--- config.mk ---
export PLATFORM = sky130hd
export DESIGN_NAME = id_inst_buffer
export DESIGN_NICKNAME = d
export VERILOG_FILES = /design/src/rtl/id_inst_buffer.sv
export SDC_FILE = /design/constraint.sdc
export NUM_CORES = 1
export LEC_CHECK = 0
export CAP_MARGIN = 20
export CORE_UTILIZATION = 38
export DETAILED_ROUTE_END_ITERATION = 8
export SLEW_MARGIN = 20
export SYNTH_ARGS = -nofsm -noshare
export SYNTH_HDL_FRONTEND = slang
export SYNTH_SLANG_ARGS = --single-unit
--- constraint.sdc ---
create_clock -name clk -period 11.7 [get_ports clk]
set_input_delay 2.34 -clock clk [delete_from_list [all_inputs] [get_ports clk]]
set_output_delay 2.34 -clock clk [all_outputs]
set_load 0.01 [all_outputs]
--- src/rtl/id_inst_buffer.sv ---
// id_inst_buffer: DEPTH-entry IF->ID {pc, inst} queue with branch flush and occupancy count.
// Define ID_IBUF_BYPASS_EN for a zero-latency combinational path when the queue is empty.
module id_inst_buffer #(
    parameter int DEPTH = 4,
    parameter int PC_W = 32,
    parameter int INST_W = 32,
    parameter int CNT_W = $clog2(DEPTH) + 1
) (
    input  logic              clk,
    input  logic              rst,
    input  logic              flush,
    input  logic              in_valid,
    input  logic [PC_W-1:0]   in_pc,
    input  logic [INST_W-1:0] in_inst,
    output logic              in_ready,
    output logic              out_valid,
    output logic [PC_W-1:0]   out_pc,
    output logic [INST_W-1:0] out_inst,
    input  logic              out_ready,
    output logic [CNT_W-1:0]  count,
    output logic              full
);
    localparam int AW = $clog2(DEPTH);
    localparam logic [CNT_W-1:0] MAX = CNT_W'(DEPTH);
    logic [PC_W-1:0] pc_mem [DEPTH];
    logic [INST_W-1:0] inst_mem [DEPTH];
    logic [AW-1:0] rd_ptr, wr_ptr;
    logic held, bypass, push, pop;
    assign held = count != '0;
`ifdef ID_IBUF_BYPASS_EN
    assign bypass = !held && in_valid && !flush;
`else
    assign bypass = 1'b0;
`endif
    assign full = count == MAX;
    assign in_ready = !full || out_ready;
    assign out_valid = held || bypass;
    assign out_pc = held ? pc_mem[rd_ptr] : bypass ? in_pc : '0;
    assign out_inst = held ? inst_mem[rd_ptr] : bypass ? in_inst : '0;
    // a bypassed entry taken by ID this cycle is never stored
    assign push = in_valid && in_ready && !(bypass && out_ready);
    assign pop = held && out_ready;
    always_ff @(posedge clk)
        if (push && !flush) begin
            pc_mem[wr_ptr] <= in_pc;
            inst_mem[wr_ptr] <= in_inst;
        end
    always_ff @(posedge clk or posedge rst)
        if (rst) begin
            rd_ptr <= '0;
            wr_ptr <= '0;
            count <= '0;
        end else if (flush) begin
            rd_ptr <= '0;
            wr_ptr <= '0;
            count <= '0;
        end else begin
            if (push) wr_ptr <= wr_ptr + 1'b1;
            if (pop) rd_ptr <= rd_ptr + 1'b1;
            count <= (push && !pop) ? count + 1'b1 : (pop && !push) ? count - 1'b1 : count;
        end
endmodule

==> impl_metrics.csv, run 1 <==
group,metric,value,unit
place,port_buffers,138,
critical_path,path_max_fanout,10,
route,route.detailed.wl_per_inst,20.60,µm
critical_path,cp_num_buf_inv,2,
synth,synth-seq-area-share,76.74,%
power,p_leak,4.082,nW
route,drtAntennaViolNets,0,
critical_path,r2r-start,"count[2]",
critical_path,cp_slowest_stage_delay,0.59,ns
timing,hold_violations,0,
timing,period_share,52.35,%
power,p_per_area,217.9,nW/µm²
status,violations,"DRC",
clocking,postCtsHoldBufs,0,
finish,final_common_cell,"edfxtp_1",
power,peakVddDrop,0.0001467,V
critical_path,worstPathArrival,3.78,ns
critical_path,cp_cell_sequence,"clkdlybuf4s50_1, or2_2, clkdlybuf4s50_1",
timing,worst_pin_slew,1.065,ns
synth,netlist-cell-type-count,33,
critical_path,r2r_slack,9.16,ns
critical_path,path_common_cell,"clkdlybuf4s50_1",
clocking,cts_sinks,263,
global_route,grt_pass1_vias,5433,
global_route,track_usage,14.72,%
critical_path,cp-startpoint,"out_ready",
global_route,grt_max_degree,66,
route,wl,20130,µm
synth,syn_inst,468,
clocking,cts_setup_buffers,0,
die,die_area,27620,µm²
timing,fin_skew,0.007482,ns
synth,synth_seq_cells,263,
finish,mostFrequentLayoutCells,"edfxtp_1 (256), clkdlybuf4s50_1 (138), mux4_2 (64), and2_1 (64), clkbuf_16 (29)",
synth,synth_top_area_cell,"edfxtp_1",
critical_path,critical_path.slowest_cell,"clkdlybuf4s50_1",
critical_path,cp.depth,3,
route,dr.pass1.iters,8,
critical_path,rr_worst_depth,4,
synth,avgSynthCellArea,21.89,µm²
timing,max-slew-margin-rel,28.99,%
timing,rsz0062_at_grt,"no",
critical_path,crit_family,"buffers and inverters",
timing,fmax,163.3,MHz
clocking,ctsResizeCount,0,
die,rows,59,
status,status,"finished with violations",
synth,synth_top_area_share,75.03,%
die,io_pins,139,
finish,drive_gt1_share,19.19,%
clocking,insertion_delay,0.52,ns
timing,finalSetupViolCount,0,
critical_path,crit_end,"in_ready",
flow_run,cap_violations,0,
route,avgViaCountPerCell,5.128,
finish,final_nets,694,
timing,slew_viol_final,0,
clocking,clock-root-buffer,"clkbuf_16",
critical_path,startpoint_type,"input port",
critical_path,critPathCaptureType,"output port",
synth,yosys_warnings,0,
critical_path,rr_endpoint,"inst_mem[3][6]",
timing,min_period,6.125,ns
die,initial_utilization,38.99,%
clocking,htreeDepth,1,
route,drt-initial-drc-count,318,
place,gp_congestion,0.7200,
die,die_x,166.2,µm
finish,final_util,48.97,%
finish,area_growth,25.60,%
route,drc,18,
clocking,cts_tree,"yes",
timing,tns,0,ns
die,core,26280,µm²
clocking,numCtsBuffers,28,
place,place_hpwl,11370,µm
critical_path,required,9.36,ns
synth,synth_fp_nets,542,
global_route,grt_pass1_wl,31220,µm
synth,synthTopCellsByArea,"edfxtp_1 (75%), mux4_2 (14%), and2_1 (3.9%)",
global_route,overflow,0,
clocking,cts_max_path_buffers,3,
synth,netlist_area,10250,µm²
clocking,clkTransAtPathRegs,0.06,ns
die,die_h,166.2,µm
route,via_count,5010,
critical_path,critPathKind,"input port to output port",
global_route,grt_antenna_before_repair,2,
worst_hold_path,worstHoldPathType,"flip-flop to flip-flop",
[worst min path at each step]
| stage | startpoint | to | slack, ns | cells past startpoint |
|---|---|---|---|---|
| after floorplan | wr_ptr[1] | wr_ptr[1] | 0.55 | 2 |
| after global placement | wr_ptr[1] | wr_ptr[1] | 0.57 | 2 |
| after detailed placement | wr_ptr[1] | wr_ptr[1] | 0.60 | 2 |
| after CTS | wr_ptr[1] | wr_ptr[1] | 0.61 | 2 |
| after global routing | wr_ptr[1] | wr_ptr[1] | 0.63 | 2 |
| final | wr_ptr[1] | wr_ptr[1] | 0.60 | 2 |
[cells by family after synthesis]
logic type      Yosys count  share of synthesized area (%)
flops                   263                          76.74
simple gates             87                          5.214
buf+inv                  32                          1.795
xor+xnor                  3                         0.2565
fa+ha+maj                 5                         0.6839
mux                      68                          14.53
compound gates           10                         0.7817
[where the power goes]
group | internal, mW | leakage (nW) | switching [mW]
logic | 0.480 | 1.24 | 0.351
registers | 1.08 | 2.41 | 0.0580
clock network | 0.498 | 0.428 | 0.333
total | 2.06 | 4.08 | 0.742
[cells in the mapped netlist]
library cell,n
a221oi_1,1
a22oi_1,1
a31oi_1,1
and2_1,64
buf_2,6
buf_4,1
buf_6,7
clkbuf_1,12
dfrtp_1,7
edfxtp_1,256
fa_1,1
ha_1,4
inv_1,6
mux2_2,2
mux2_4,1
mux2i_1,1
mux4_2,64
nand2b_1,2
nand3b_1,2
nor2_1,10
nor3b_1,6
o211ai_1,1
o21a_1,1
o21a_4,1
o21ai_0,1
o22ai_1,1
o311ai_0,1
o31ai_1,1
or2_2,1
or3_1,1
or3b_4,1
xnor2_1,1
xor2_1,2
[tightest hold or removal path, cell delays in order (launching register included)]
cell      delay (ns)
dfrtp_1         0.41
nand2b_1        0.09
mux2i_1         0.06
[stage by stage]
| step | worst slack (ns) | power [mW] | instance area (µm²) | hold slack (ns) | std cells |
|---|---|---|---|---|---|
| global route | 5.530 | 2.937 | 12870 | 0.6326 | 976 |
| floorplan | 3.698 | 1.615 | 10250 | 0.5541 | 468 |
| CTS | 5.587 | 2.854 | 12870 | 0.6089 | 976 |
| global placement | 5.631 | 2.003 | 11990 | 0.5706 | 925 |
| finish | 5.575 | 2.804 | 12870 | 0.6038 | 977 |
| detailed placement | 5.595 | 2.010 | 11990 | 0.5984 | 925 |
[final cells by class]
class,instances,area (µm²)
multi-input combinational,173,2221
clock buffer,42,814.5
inverter,6,22.52
tap,335,419.2
sequential,263,7870
fill,2186,13410
timing repair buffer,148,1456
clock inverter,9,62.56
antenna,1,2.502
[registers in the layout, summed over array words and instances, names as in the netlist]
register  cells
wr_ptr        2
pc_mem      128
count         3
inst_mem    128
rd_ptr        2
[layer usage]
metal  vias up  wire, µm  track usage, %
met5         -         0               0
met4         0       350           3.779
met3        29      1244           3.432
met2       144     10050           25.11
met1      2634      8488           18.95
li1       2203         -               -
Power figures use the tool's default switching activity.
==> inputs of run 2 (changes only) <==
- clock period: 11.7 -> 5.6 ns (I/O delays scaled with it)
==> impl_metrics.csv, run 2 (synthesis results as in run 1) <==
group,metric,value,unit
global_route,grt_pass1_vias,5569,
clocking,postCtsHoldBufs,0,
global_route,overflow,0,
timing,fin_skew,0.008528,ns
timing,worst_pin_slew,1.060,ns
clocking,cts_setup_buffers,0,
timing,finalSetupViolCount,0,
finish,top_regs,"inst_mem (128), pc_mem (128), count (3)",
global_route,track_usage,14.85,%
finish,drive_gt1_share,20.03,%
clocking,htreeDepth,1,
clocking,numCtsBuffers,27,
critical_path,required,4.48,ns
critical_path,critPathCaptureType,"output port",
die,io_pins,139,
timing,holdWs,0.6073,ns
timing,fmax,237.5,MHz
route,drtAntennaViolNets,0,
die,die_x,166.2,µm
power,p_per_area,454.4,nW/µm²
global_route,grt_pass1_wl,31470,µm
place,port_buffers,138,
finish,mostFrequentLayoutCells,"edfxtp_1 (256), clkdlybuf4s50_1 (138), mux4_2 (64), and2_1 (64), clkbuf_16 (27)",
route,drc,18,
timing,period_share,75.19,%
finish,final_util,48.97,%
place,place_hpwl,11410,µm
place,gp_congestion,0.6981,
die,core,26280,µm²
clocking,clkTransAtPathRegs,0.06,ns
power,peakVddDrop,0.0004114,V
critical_path,startpoint_type,"flip-flop",
status,status,"finished with violations",
die,die_area,27620,µm²
flow_run,cap_violations,0,
critical_path,path_max_fanout,38,
worst_hold_path,worstHoldPathType,"flip-flop to flip-flop",
finish,final_nets,693,
die,rows,59,
timing,min_period,4.211,ns
global_route,grt_max_degree,66,
timing,hold_violations,0,
die,die_h,166.2,µm
critical_path,r2r_slack,3.13,ns
clocking,ctsResizeCount,0,
finish,nFillCells,2202,
timing,slew_viol_final,0,
status,violations,"DRC",
die,initial_utilization,38.99,%
finish,area_growth,25.61,%
route,drt-initial-drc-count,323,
finish,final_common_cell,"edfxtp_1",
critical_path,critPathKind,"flip-flop to output port",
timing,max-slew-margin-rel,29.36,%
route,dr.pass1.iters,6,
timing,rsz0062_at_grt,"no",
route,route.detailed.wl_per_inst,20.50,µm
route,avgViaCountPerCell,5.052,
clocking,cts_max_path_buffers,3,
route,wl,20000,µm
route,via_count,4931,
power,p_leak,4.080,nW
clocking,insertion_delay,0.52,ns
critical_path,worstPathArrival,3.09,ns
clocking,cts_sinks,263,
global_route,grt_antenna_before_repair,3,
clocking,cts_tree,"yes",
clocking,clock-root-buffer,"clkbuf_16",
power,power.total,5.848,mW
## run 2: cell types whose count changed in the layout (fill, tap and decap cells not counted), moves of 2 or more
cell	delta
clkbuf_16	-2
clkinv_1	-2
clkinv_2	+5
clkbuf_1	-5
clkinvlp_4	+2
clkbuf_8	-4
inv_6	+2
bufinv_16	+2
## run 2: through the flow
stage | instances | setup TNS (ns) | area [µm²] | setup slack, ns
after global routing | 974 | 0 | 12860 | 1.176
after global placement | 925 | 0 | 12000 | 1.843
after CTS | 974 | 0 | 12860 | 1.287
after floorplan | 468 | -302.65 | 10250 | -1.182
after detailed placement | 925 | 0 | 12000 | 1.865
final | 976 | 0 | 12870 | 1.389
## run 2: layer usage
layer  wire length [µm]  part of all wire [%]  up-vias  GRT usage [%]
li1                   -                     -     2198              -
met1               7957                    40     2574          18.07
met2              10320                    52      126          26.14
met3               1309                   6.5       33          3.980
met4                420                   2.1        0          3.820
met5                  0                     0        -              0
## run 2: area by class of cell
type | count | area (µm²) | share of cell area [%]
inverters | 6 | 22.52 | 0.1750
repair buffers | 148 | 1469 | 11.41
multi-input cells | 173 | 2221 | 17.26
clock buffers | 31 | 690.7 | 5.367
diodes | 2 | 5.005 | 0.03889
clock inverters | 18 | 172.7 | 1.342
well taps | 335 | 419.2 | 3.257
flip-flops and latches | 263 | 7870 | 61.15
## run 2: report_power, final
part           switching, mW  total, mW  leakage [nW]  internal (mW)
Sequential             0.153       2.42          2.41           2.26
Combinational          0.689       1.70          1.24           1.01
Clock                  0.707       1.73         0.423           1.02
## run 2: path summary, 6_finish.rpt
check | cells after the start | end | from
setup / recovery | 4 | out_inst[18] | rd_ptr[0]
hold / removal | 2 | wr_ptr[1] | wr_ptr[1]
setup reg to reg | 4 | inst_mem[3][13] | count[2]
hold reg to reg | 2 | wr_ptr[1] | wr_ptr[1]
max in group asynchronous | 2 | rd_ptr[0] | rst
min in group asynchronous | 2 | wr_ptr[1] | rst
## run 2: worst max-delay path, cell delays in order, from the launching register on
cell	delay, ns
dfrtp_4	0.94
buf_12	0.34
mux4_2	0.55
and2_1	0.19
clkdlybuf4s50_1	0.48
